[config.mk]
export PLATFORM = sky130hd
export DESIGN_NAME = sr_pq_ctrl_flat
export DESIGN_NICKNAME = d
export VERILOG_FILES = /design/src/rtl/sr_pq_ctrl_if.sv /design/src/rtl/sr_pq_ctrl.sv /design/src/flat_wrapper.sv
export SDC_FILE = /design/constraint.sdc
export NUM_CORES = 1
export LEC_CHECK = 0
export BUFFER_PORTS_ARGS = -buffer_cell sky130_fd_sc_hd__buf_2
export CAP_MARGIN = 20
export CORE_MARGIN = 8
export CORE_UTILIZATION = 48
export DETAILED_ROUTE_END_ITERATION = 10
export PLACE_DENSITY = 0.87
export SKIP_LAST_GASP = 1
export SLEW_MARGIN = 30
export SYNTH_ARGS = -nofsm -noshare
export SYNTH_HDL_FRONTEND = slang
export SYNTH_SLANG_ARGS = --single-unit
[constraint.sdc]
create_clock -name clk -period 2.5 [get_ports clk]
set_input_delay 0.25 -clock clk [delete_from_list [all_inputs] [get_ports clk]]
set_output_delay 0.25 -clock clk [all_outputs]
set_load 0.05 [all_outputs]
[src/rtl/sr_pq_ctrl_if.sv]
// Client request/response bus of the shift-register priority-queue front-end.
// The master modport is the scheduler side; the slave modport is the controller side.
interface sr_pq_ctrl_if #(
   parameter int unsigned KW = 16,
   parameter int unsigned VW = 16
);
   logic              req_valid;
   logic              req_ready;
   logic [1:0]        req_op;
   logic [KW+VW-1:0]  req_kv;
   logic              rsp_valid;
   logic              rsp_ready;
   logic [KW+VW-1:0]  rsp_kv;
   logic              rsp_err;

   modport master (
      output req_valid, req_op, req_kv, rsp_ready,
      input  req_ready, rsp_valid, rsp_kv, rsp_err
   );

   modport slave (
      input  req_valid, req_op, req_kv, rsp_ready,
      output req_ready, rsp_valid, rsp_kv, rsp_err
   );
endinterface

[src/rtl/sr_pq_ctrl.sv]
// Command front-end for the shift-register priority queue: push/pop/replace strobes,
// occupancy tracking and registered responses. Define SR_PQ_CTRL_STATS_EN for statistics ports.
module sr_pq_ctrl #(
   parameter int unsigned KW          = 16,
   parameter int unsigned VW          = 16,
   parameter int unsigned PQ_CAPACITY = 16,
   parameter int unsigned SETTLE_CYC  = 1,
   localparam int unsigned CW         = $clog2(PQ_CAPACITY + 1)
) (
   input  logic                clk,
   input  logic                rst_n,
   sr_pq_ctrl_if.slave         bus,
   output logic                pq_push,
   output logic                pq_pop,
   output logic [KW+VW-1:0]    pq_kvi,
   input  logic [KW+VW-1:0]    pq_head,
   output logic [CW-1:0]       count,
   output logic                full,
   output logic                empty
`ifdef SR_PQ_CTRL_STATS_EN
   ,
   output logic [31:0]         stat_push,
   output logic [31:0]         stat_pop,
   output logic [31:0]         stat_err,
   output logic [CW-1:0]       hwm
`endif
);
   localparam int unsigned KVW = KW + VW;
   localparam logic [2:0]  SETTLE_LOAD = 3'(SETTLE_CYC - 1);

   localparam logic [1:0] S_IDLE   = 2'd0;
   localparam logic [1:0] S_ISSUE  = 2'd1;
   localparam logic [1:0] S_SETTLE = 2'd2;
   localparam logic [1:0] S_RESP   = 2'd3;

   localparam logic [1:0] OP_NOP  = 2'b00;
   localparam logic [1:0] OP_PUSH = 2'b01;
   localparam logic [1:0] OP_POP  = 2'b10;

   logic [1:0]     state_q, state_d;
   logic [1:0]     op_q, op_d;
   logic           err_q, err_d;
   logic [2:0]     settle_q, settle_d;
   logic [CW-1:0]  count_q, count_d;
   logic           full_q, full_d, empty_q, empty_d;
   logic           req_ready_q, req_ready_d;
   logic           rsp_valid_q, rsp_valid_d;
   logic [KVW-1:0] rsp_kv_q, rsp_kv_d;
   logic           rsp_err_q, rsp_err_d;
   logic           pq_push_q, pq_push_d, pq_pop_q, pq_pop_d;
   logic [KVW-1:0] pq_kvi_q, pq_kvi_d;

   // State register and registered outputs
   always_ff @(posedge clk or negedge rst_n) begin
      if (!rst_n) begin
         state_q     <= S_IDLE;
         op_q        <= OP_NOP;
         err_q       <= 1'b0;
         settle_q    <= 3'd0;
         count_q     <= '0;
         full_q      <= 1'b0;
         empty_q     <= 1'b1;
         req_ready_q <= 1'b1;
         rsp_valid_q <= 1'b0;
         rsp_kv_q    <= '0;
         rsp_err_q   <= 1'b0;
         pq_push_q   <= 1'b0;
         pq_pop_q    <= 1'b0;
         pq_kvi_q    <= '0;
      end else begin
         state_q     <= state_d;
         op_q        <= op_d;
         err_q       <= err_d;
         settle_q    <= settle_d;
         count_q     <= count_d;
         full_q      <= full_d;
         empty_q     <= empty_d;
         req_ready_q <= req_ready_d;
         rsp_valid_q <= rsp_valid_d;
         rsp_kv_q    <= rsp_kv_d;
         rsp_err_q   <= rsp_err_d;
         pq_push_q   <= pq_push_d;
         pq_pop_q    <= pq_pop_d;
         pq_kvi_q    <= pq_kvi_d;
      end
   end

   // Next-state and next-output logic; strobes are computed at accept so they
   // are high exactly while the FSM sits in ISSUE.
   always_comb begin
      state_d     = state_q;
      op_d        = op_q;
      err_d       = err_q;
      settle_d    = settle_q;
      count_d     = count_q;
      req_ready_d = req_ready_q;
      rsp_valid_d = rsp_valid_q;
      rsp_kv_d    = rsp_kv_q;
      rsp_err_d   = rsp_err_q;
      pq_push_d   = 1'b0;
      pq_pop_d    = 1'b0;
      pq_kvi_d    = pq_kvi_q;
      case (state_q)
         S_IDLE: begin
            req_ready_d = 1'b1;
            if (bus.req_valid && req_ready_q && (bus.req_op != OP_NOP)) begin
               op_d        = bus.req_op;
               err_d       = ((bus.req_op == OP_PUSH) && full_q) ||
                             ((bus.req_op != OP_PUSH) && empty_q);
               pq_push_d   = !err_d && bus.req_op[0];
               pq_pop_d    = !err_d && bus.req_op[1];
               pq_kvi_d    = bus.req_kv;
               req_ready_d = 1'b0;
               state_d     = S_ISSUE;
            end
         end
         S_ISSUE: begin
            if (err_q) begin
               rsp_err_d   = 1'b1;
               rsp_valid_d = 1'b1;
               state_d     = S_RESP;
            end else begin
               if (op_q == OP_PUSH)
                  count_d = count_q + CW'(1);
               else if (op_q == OP_POP)
                  count_d = count_q - CW'(1);
               if (op_q[1])
                  rsp_kv_d = pq_head;
               settle_d = SETTLE_LOAD;
               state_d  = S_SETTLE;
            end
         end
         S_SETTLE: begin
            if (settle_q == 3'd0) begin
               if (op_q == OP_PUSH) begin
                  req_ready_d = 1'b1;
                  state_d     = S_IDLE;
               end else begin
                  rsp_valid_d = 1'b1;
                  state_d     = S_RESP;
               end
            end else begin
               settle_d = settle_q - 3'd1;
            end
         end
         default: begin
            if (bus.rsp_ready) begin
               rsp_valid_d = 1'b0;
               rsp_err_d   = 1'b0;
               req_ready_d = 1'b1;
               state_d     = S_IDLE;
            end
         end
      endcase
      full_d  = (count_d == CW'(PQ_CAPACITY));
      empty_d = (count_d == '0);
   end

   assign bus.req_ready = req_ready_q;
   assign bus.rsp_valid = rsp_valid_q;
   assign bus.rsp_kv    = rsp_kv_q;
   assign bus.rsp_err   = rsp_err_q;
   assign pq_push       = pq_push_q;
   assign pq_pop        = pq_pop_q;
   assign pq_kvi        = pq_kvi_q;
   assign count         = count_q;
   assign full          = full_q;
   assign empty         = empty_q;

`ifdef SR_PQ_CTRL_STATS_EN
   // Saturating event counters, sampled once per command in ISSUE; replace counts as push and pop
   always_ff @(posedge clk or negedge rst_n) begin
      if (!rst_n) begin
         stat_push <= '0;
         stat_pop  <= '0;
         stat_err  <= '0;
         hwm       <= '0;
      end else begin
         if (state_q == S_ISSUE) begin
            if (err_q) begin
               if (stat_err != '1) stat_err <= stat_err + 32'd1;
            end else begin
               if (op_q[0] && (stat_push != '1)) stat_push <= stat_push + 32'd1;
               if (op_q[1] && (stat_pop != '1))  stat_pop  <= stat_pop + 32'd1;
            end
         end
         if (count_d > hwm) hwm <= count_d;
      end
   end
`endif

endmodule
[src/flat_wrapper.sv]
// flat-port wrapper written by rule: the top's interface ports become plain ports
module sr_pq_ctrl_flat 
#(
   parameter int unsigned KW          = 16,
   parameter int unsigned VW          = 16,
   parameter int unsigned PQ_CAPACITY = 16,
   parameter int unsigned SETTLE_CYC  = 1,
   localparam int unsigned CW         = $clog2(PQ_CAPACITY + 1)
)
  (clk, rst_n, pq_push, pq_pop, pq_kvi, pq_head, count, full, empty, bus_req_valid, bus_req_op, bus_req_kv, bus_rsp_ready, bus_req_ready, bus_rsp_valid, bus_rsp_kv, bus_rsp_err);
  sr_pq_ctrl_if #(.KW(KW), .VW(VW)) bus_i ();
  input  logic clk;
  input  logic rst_n;
  output logic pq_push;
  output logic pq_pop;
  output logic [KW+VW-1:0] pq_kvi;
  input  logic [KW+VW-1:0] pq_head;
  output logic [CW-1:0] count;
  output logic full;
  output logic empty;
  input wire logic [$bits(bus_i.req_valid)-1:0] bus_req_valid;
  input wire logic [$bits(bus_i.req_op)-1:0] bus_req_op;
  input wire logic [$bits(bus_i.req_kv)-1:0] bus_req_kv;
  input wire logic [$bits(bus_i.rsp_ready)-1:0] bus_rsp_ready;
  output wire logic [$bits(bus_i.req_ready)-1:0] bus_req_ready;
  output wire logic [$bits(bus_i.rsp_valid)-1:0] bus_rsp_valid;
  output wire logic [$bits(bus_i.rsp_kv)-1:0] bus_rsp_kv;
  output wire logic [$bits(bus_i.rsp_err)-1:0] bus_rsp_err;
  assign bus_i.req_valid = bus_req_valid;
  assign bus_i.req_op = bus_req_op;
  assign bus_i.req_kv = bus_req_kv;
  assign bus_i.rsp_ready = bus_rsp_ready;
  assign bus_req_ready = bus_i.req_ready;
  assign bus_rsp_valid = bus_i.rsp_valid;
  assign bus_rsp_kv = bus_i.rsp_kv;
  assign bus_rsp_err = bus_i.rsp_err;
  sr_pq_ctrl #(.KW(KW), .VW(VW), .PQ_CAPACITY(PQ_CAPACITY), .SETTLE_CYC(SETTLE_CYC)) u_core (.clk(clk), .rst_n(rst_n), .bus(bus_i), .pq_push(pq_push), .pq_pop(pq_pop), .pq_kvi(pq_kvi), .pq_head(pq_head), .count(count), .full(full), .empty(empty));
endmodule
=== Word-level counts from Yosys, hierarchy flattened ===
Index checks and enable logic that the tools add are counted.

* Output and inout bits: 76
* Bits in registers: 84
* Word-level logic and storage cells: 88
* Bits of input ports: 70

* Reduce and logical (&&, ||, !) cells: 25
* Mux-type cells: 28
* Equal/unequal tests: 14
* Add/sub/neg operators: 3
* Bitwise gates (word level): 4

{| class="wikitable"
|+ Operators by type and width
! operator !! number
|-
| $mux W5 || 4
|-
| $mux W1 || 13
|-
| $reduce_and A3 Y1 || 4
|-
| $ne A2 B1 Y1 const B || 5
|-
| $mux W2 || 4
|-
| $eq A2 B1 Y1 const B || 3
|-
| $logic_and A1 B1 Y1 || 6
|-
| $mux W3 || 2
|-
| $ne A2 B2 Y1 const B || 3
|-
| $pmux W1 S3 || 2
|-
| $pmux W2 S3 || 1
|-
| $pmux W3 S2 || 1
|-
| $reduce_bool A2 Y1 || 3
|-
| $reduce_bool A3 Y1 || 2
|-
| $add A5 B1 Y5 const B || 1
|-
| $eq A5 B5 Y1 const B || 1
|-
| $logic_not A5 Y1 || 1
|-
| $reduce_and A5 Y1 || 1
|-
| $sub A5 B1 Y5 const B || 1
|-
| $eq A2 B2 Y1 const B || 2
|-
| $not A1 Y1 || 4
|-
| $reduce_and A4 Y1 || 1
|-
| $reduce_bool A4 Y1 || 1
|-
| $logic_not A3 Y1 || 1
|-
| other kinds (7) || 7
|}

=== Logic depth before layout (Yosys ltp) ===
* Depth after elaboration: 7
* Depth in mapped cells: 7
* Mapped depth without buffers: 6

=== Worst setup path after synthesis ===
No wires, ideal clock.

* Kind: register to register
* Start point: register u_core.count_q[0], in the netlist u_core.count[0]
* End point: register u_core.empty_q, in the netlist u_core.empty
* Slack: 0.223 ns
* Library setup time: 0.062 ns
* Path buffers: 0
* Cell stages (with the launch flop): 7
* Period minus slack after synthesis: 2.277 ns
* Required time: 2.438 ns
* Data arrival time: 2.215 ns
* Cells stage by stage: dfrtp_1 inv_1 ha_1 or3b_1 a211oi_1 o2111ai_1 and4bb_2

* Longest elaborated chain between the ends: 6
* Elaborated cells between the ends (all ways): 7
* Classes of those cells: add/sub: 2; mux: 4; reduce/logical: 1

{| class="wikitable"
|+ RTL lines
! item !! RTL line !! RTL
|-
| from (decl) || sr_pq_ctrl.sv:44 || <nowiki>logic [CW-1:0] count_q, count_d;</nowiki>
|-
| from (signal assigned) || sr_pq_ctrl.sv:75 || <nowiki>count_q <= count_d;</nowiki>
|-
| $sub A5 B1 Y5 || sr_pq_ctrl.sv:126 || <nowiki>count_d = count_q - CW'(1);</nowiki>
|-
| $mux W5 || sr_pq_ctrl.sv:125 || <nowiki>else if (op_q == OP_POP)</nowiki>
|-
| $mux W5 || sr_pq_ctrl.sv:123 || <nowiki>if (op_q == OP_PUSH)</nowiki>
|-
| $mux W5 || sr_pq_ctrl.sv:118 || <nowiki>if (err_q) begin</nowiki>
|-
| $mux W5 (*) || sr_pq_ctrl.sv:103 || <nowiki>case (state_q)</nowiki>
|-
| $logic_not A5 Y1 (*) || sr_pq_ctrl.sv:156 || <nowiki>empty_d = (count_d == '0);</nowiki>
|-
| net u_core.empty_d || sr_pq_ctrl.sv:45 || <nowiki>logic full_q, full_d, empty_q, empty_d;</nowiki>
|-
| to (signal assigned) || sr_pq_ctrl.sv:77 || <nowiki>empty_q <= empty_d;</nowiki>
|-
| to (decl) || sr_pq_ctrl.sv:45 ||
|}

Mark *: on every way through the listed nets, which the timed path passes. The rest lies on a longest branch.
A chain may end at the register's enable or synchronous reset.

=== Worst setup path after layout ===
Same ends and word-level chain as after synthesis.

==> results.json <==
{
  "status": "finished clean",
  "die_x_um": 103.0,
  "setup_tns_ns": 0,
  "num_vias": 2655,
  "cts_buffers": 9,
  "worstMarginPinSlew_ns": 0.5197,
  "synth_largest_area_cell": "dfrtp_1",
  "clock_path_buffers": 2,
  "yosysSeqAreaShare": 0.5798,
  "synth_xor_area_frac": 0.007239,
  "synth.distinct_cells": 46,
  "finalSetupViolCount": 0,
  "wl_per_cell_um": 17.21,
  "synth_nets": 342,
  "crit_family": "simple AND/OR/NAND/NOR gates",
  "cts_tree": "yes",
  "synthMuxAreaShare": 0.2241,
  "synthFlopType": "dfrtp_1",
  "core_area_sq_um": 7292,
  "std_cell_rows": 31,
  "syn_avg_cell_area_sq_um": 13.75,
  "start_kind": "flop",
  "path_class": "flop to flop",
  "drt-initial-drc-count": 90,
  "slew_violations": 0,
  "synth_cells": 264,
  "antenna_left": 0,
  "path_cells": "inv_1 > ha_1 > or3b_1 > a211oi_1 > o2111ai_1 > and4bb_2",
  "start_util": 0.4978,
  "clkTransAtPathRegs_ns": 0.08,
  "dp.final_hpwl_um": 6830,
  "drt-vias-per-instance": 5.125,
  "synth_area_leaders": "dfrtp_1 57%, mux2_2 22%, ha_1 2.8%",
  "firstDrtPassIters": 4,
  "n_antenna_cell": 0,
  "area_delta_synth_final_pct": 29.47,
  "nNetsFinal": 492,
  "synth_edf_count": 0,
  "hold_buffers": 1,
  "num_io_pins": 146,
  "cp.arrival_ns": 2.39,
  "cp.required_ns": 2.78,
  "portBuffers": 145,
  "synth_top_family_by_area": "multiplexers",
  "async_flop_share": 1.000,
  "grt_max_degree": 43,
  "regArea_sq_um": 2105,
  "worst_setup_path_end_kind": "flop",
  "rsz0062_at_grt": "no",
  "grt_pass1_vias": 2992,
  "grt_pass1_wl_um": 14320,
  "cts_setup_buffers": 0,
  "yosysWarnings": 0,
  "antenna_found_initial": 0,
  "synth_seq_cells": 84,
  "slowest_delay_ns": 0.46,
  "yosysTopAreaCellShare": 0.5653,
  "cts_resized": 0,
  "fin_skew_ns": 0.009716,
  "slowest_stage": "dfrtp_1",
  "synth-compound-area-share": 0.06308,
  "drt-total-wl_um": 8913,
  "critical_path.max_fanout": 7,
  "drive_above_1_share": 0.5871,
  "syn_area_sq_um": 3630,
  "multi_input_area_sq_um": 1450,
  "htreeDepth": 3,
  "cp.buffers_inverters": 1,
  "relSlewSlack": 0.6536,
  "fillerInstances": 588,
  "timing.fmax_ghz": 0.4747,
  "cts_root_buf": "clkbuf_8",
  "grt-ovfl-total": 0,
  "insertion_delay_ns": 0.34,
  "hold_viol": 0,
  "die_h_um": 103.0,
  "synthAdderAreaFrac": 0.02758,
  "fin_crit_ns": 2.107,
  "track_usage": 0.1729,
  "gp_congestion": 0.7788,
  "drc": 0,
  "die_area_sq_um": 10600,
  "finalCritPeriodShare": 0.8427,
  "drv_cap": 0,
  "synth-simple-area-share": 0.07273,
  "hp-class": "input pin to flop",
  "cts.sinks": 84
}
==> cell usage after synthesis, drive strengths merged, types with 3 or more instances <==
cell type / number
a211oi: 4
dfrtp: 82
clkbuf: 3
ha: 8
inv: 8
buf: 9
and4bb: 3
mux2: 71
o21ai: 5
a21oi: 5
nor2b: 6
nor3: 3
a22o: 3
nand2b: 3
nor2: 7
nand2: 14
==> state kept, by name, indices dropped and copies added (netlist names) <==
register	cells
u_core.bus.rsp_err	1
u_core.pq_push	1
u_core.pq_kvi	32
u_core.err_q	1
u_core.pq_pop	1
u_core.settle_q	3
u_core.op_q	2
u_core.bus.rsp_kv	32
u_core.bus.req_ready	1
u_core.state_q	2
u_core.empty	1
u_core.bus.rsp_valid	1
u_core.count	5
u_core.full	1
==> area by class of cell <==
| type | instances | area share |
|---|---|---|
| clock buffer | 11 | 0.02796 |
| timing repair buffer | 151 | 0.1651 |
| clock inverter | 5 | 0.01784 |
| sequential | 84 | 0.4478 |
| multi-input combinational | 160 | 0.3086 |
| inverter | 8 | 0.006390 |
| tap | 99 | 0.02636 |
==> worst paths after layout <==
check	slack, ns	cells past startpoint	from	end
hold reg to reg	0.50	1	u_core.pq_kvi[7]$_DFFE_PN0P_	u_core.pq_kvi[7]$_DFFE_PN0P_
hold / removal	0.13	2	pq_head[20]	u_core.bus.rsp_kv[20]$_DFFE_PN0P_
setup / recovery	0.39	6	u_core.count[0]$_DFF_PN0_	u_core.empty$_DFF_PN1_
max in group asynchronous	1.36	3	rst_n	u_core.pq_kvi[8]$_DFFE_PN0P_
setup reg to reg	0.39	6	u_core.count[0]$_DFF_PN0_	u_core.empty$_DFF_PN1_
min in group asynchronous	0.44	2	rst_n	u_core.pq_kvi[29]$_DFFE_PN0P_
==> kinds of logic after synthesis <==
group,after synthesis
compound gates,31
xor+xnor,3
fa+ha+maj,8
buf+inv,20
flops,84
mux,72
simple gates,46
==> stage by stage <==
stage	cells	setup WS [ns]	util	hold slack [ns]	instance area [sq um]
detailed placement	501	0.3951	0.6136	0.2663	4474
global route	518	0.2544	0.6445	0.1105	4700
finish	518	0.3933	0.6445	0.1327	4700
CTS	518	0.3744	0.6445	0.1120	4700
global placement	501	0.5081	0.6136	0.2590	4474
floorplan	264	0.2226	-	-0.04559	3630
==> layer usage <==
layer  routed length [um]  track usage
met5                    0            0
met1                 3287       0.1827
met4                  183      0.08009
met2                 4801       0.3007
met3                  639      0.06212
==> placed cells by master, fill, tap and decap left out, types with 6 or more instances in the layout <==
| cell | n |
|---|---|
| dfrtp_1 | 82 |
| nand2_1 | 14 |
| nor2b_1 | 6 |
| inv_1 | 8 |
| clkbuf_8 | 9 |
| buf_4 | 6 |
| nor2_1 | 7 |
| ha_1 | 8 |
| mux2_2 | 70 |
| buf_2 | 144 |
==> worst reg2reg max path: cells and delay by family, from the launching register on <==
kind                       cells  cell delay [ns]
DFF                            1             0.46
adders and majority gates      1             0.34
and+or+nand+nor                2             0.72
buffers and inverters          1             0.10
AOI/OAI and AO/OA              2             0.45
Power is left out: the tool's default activity adds up to more than one toggle a clock period on the data nets, which glitch-free logic cannot reach.
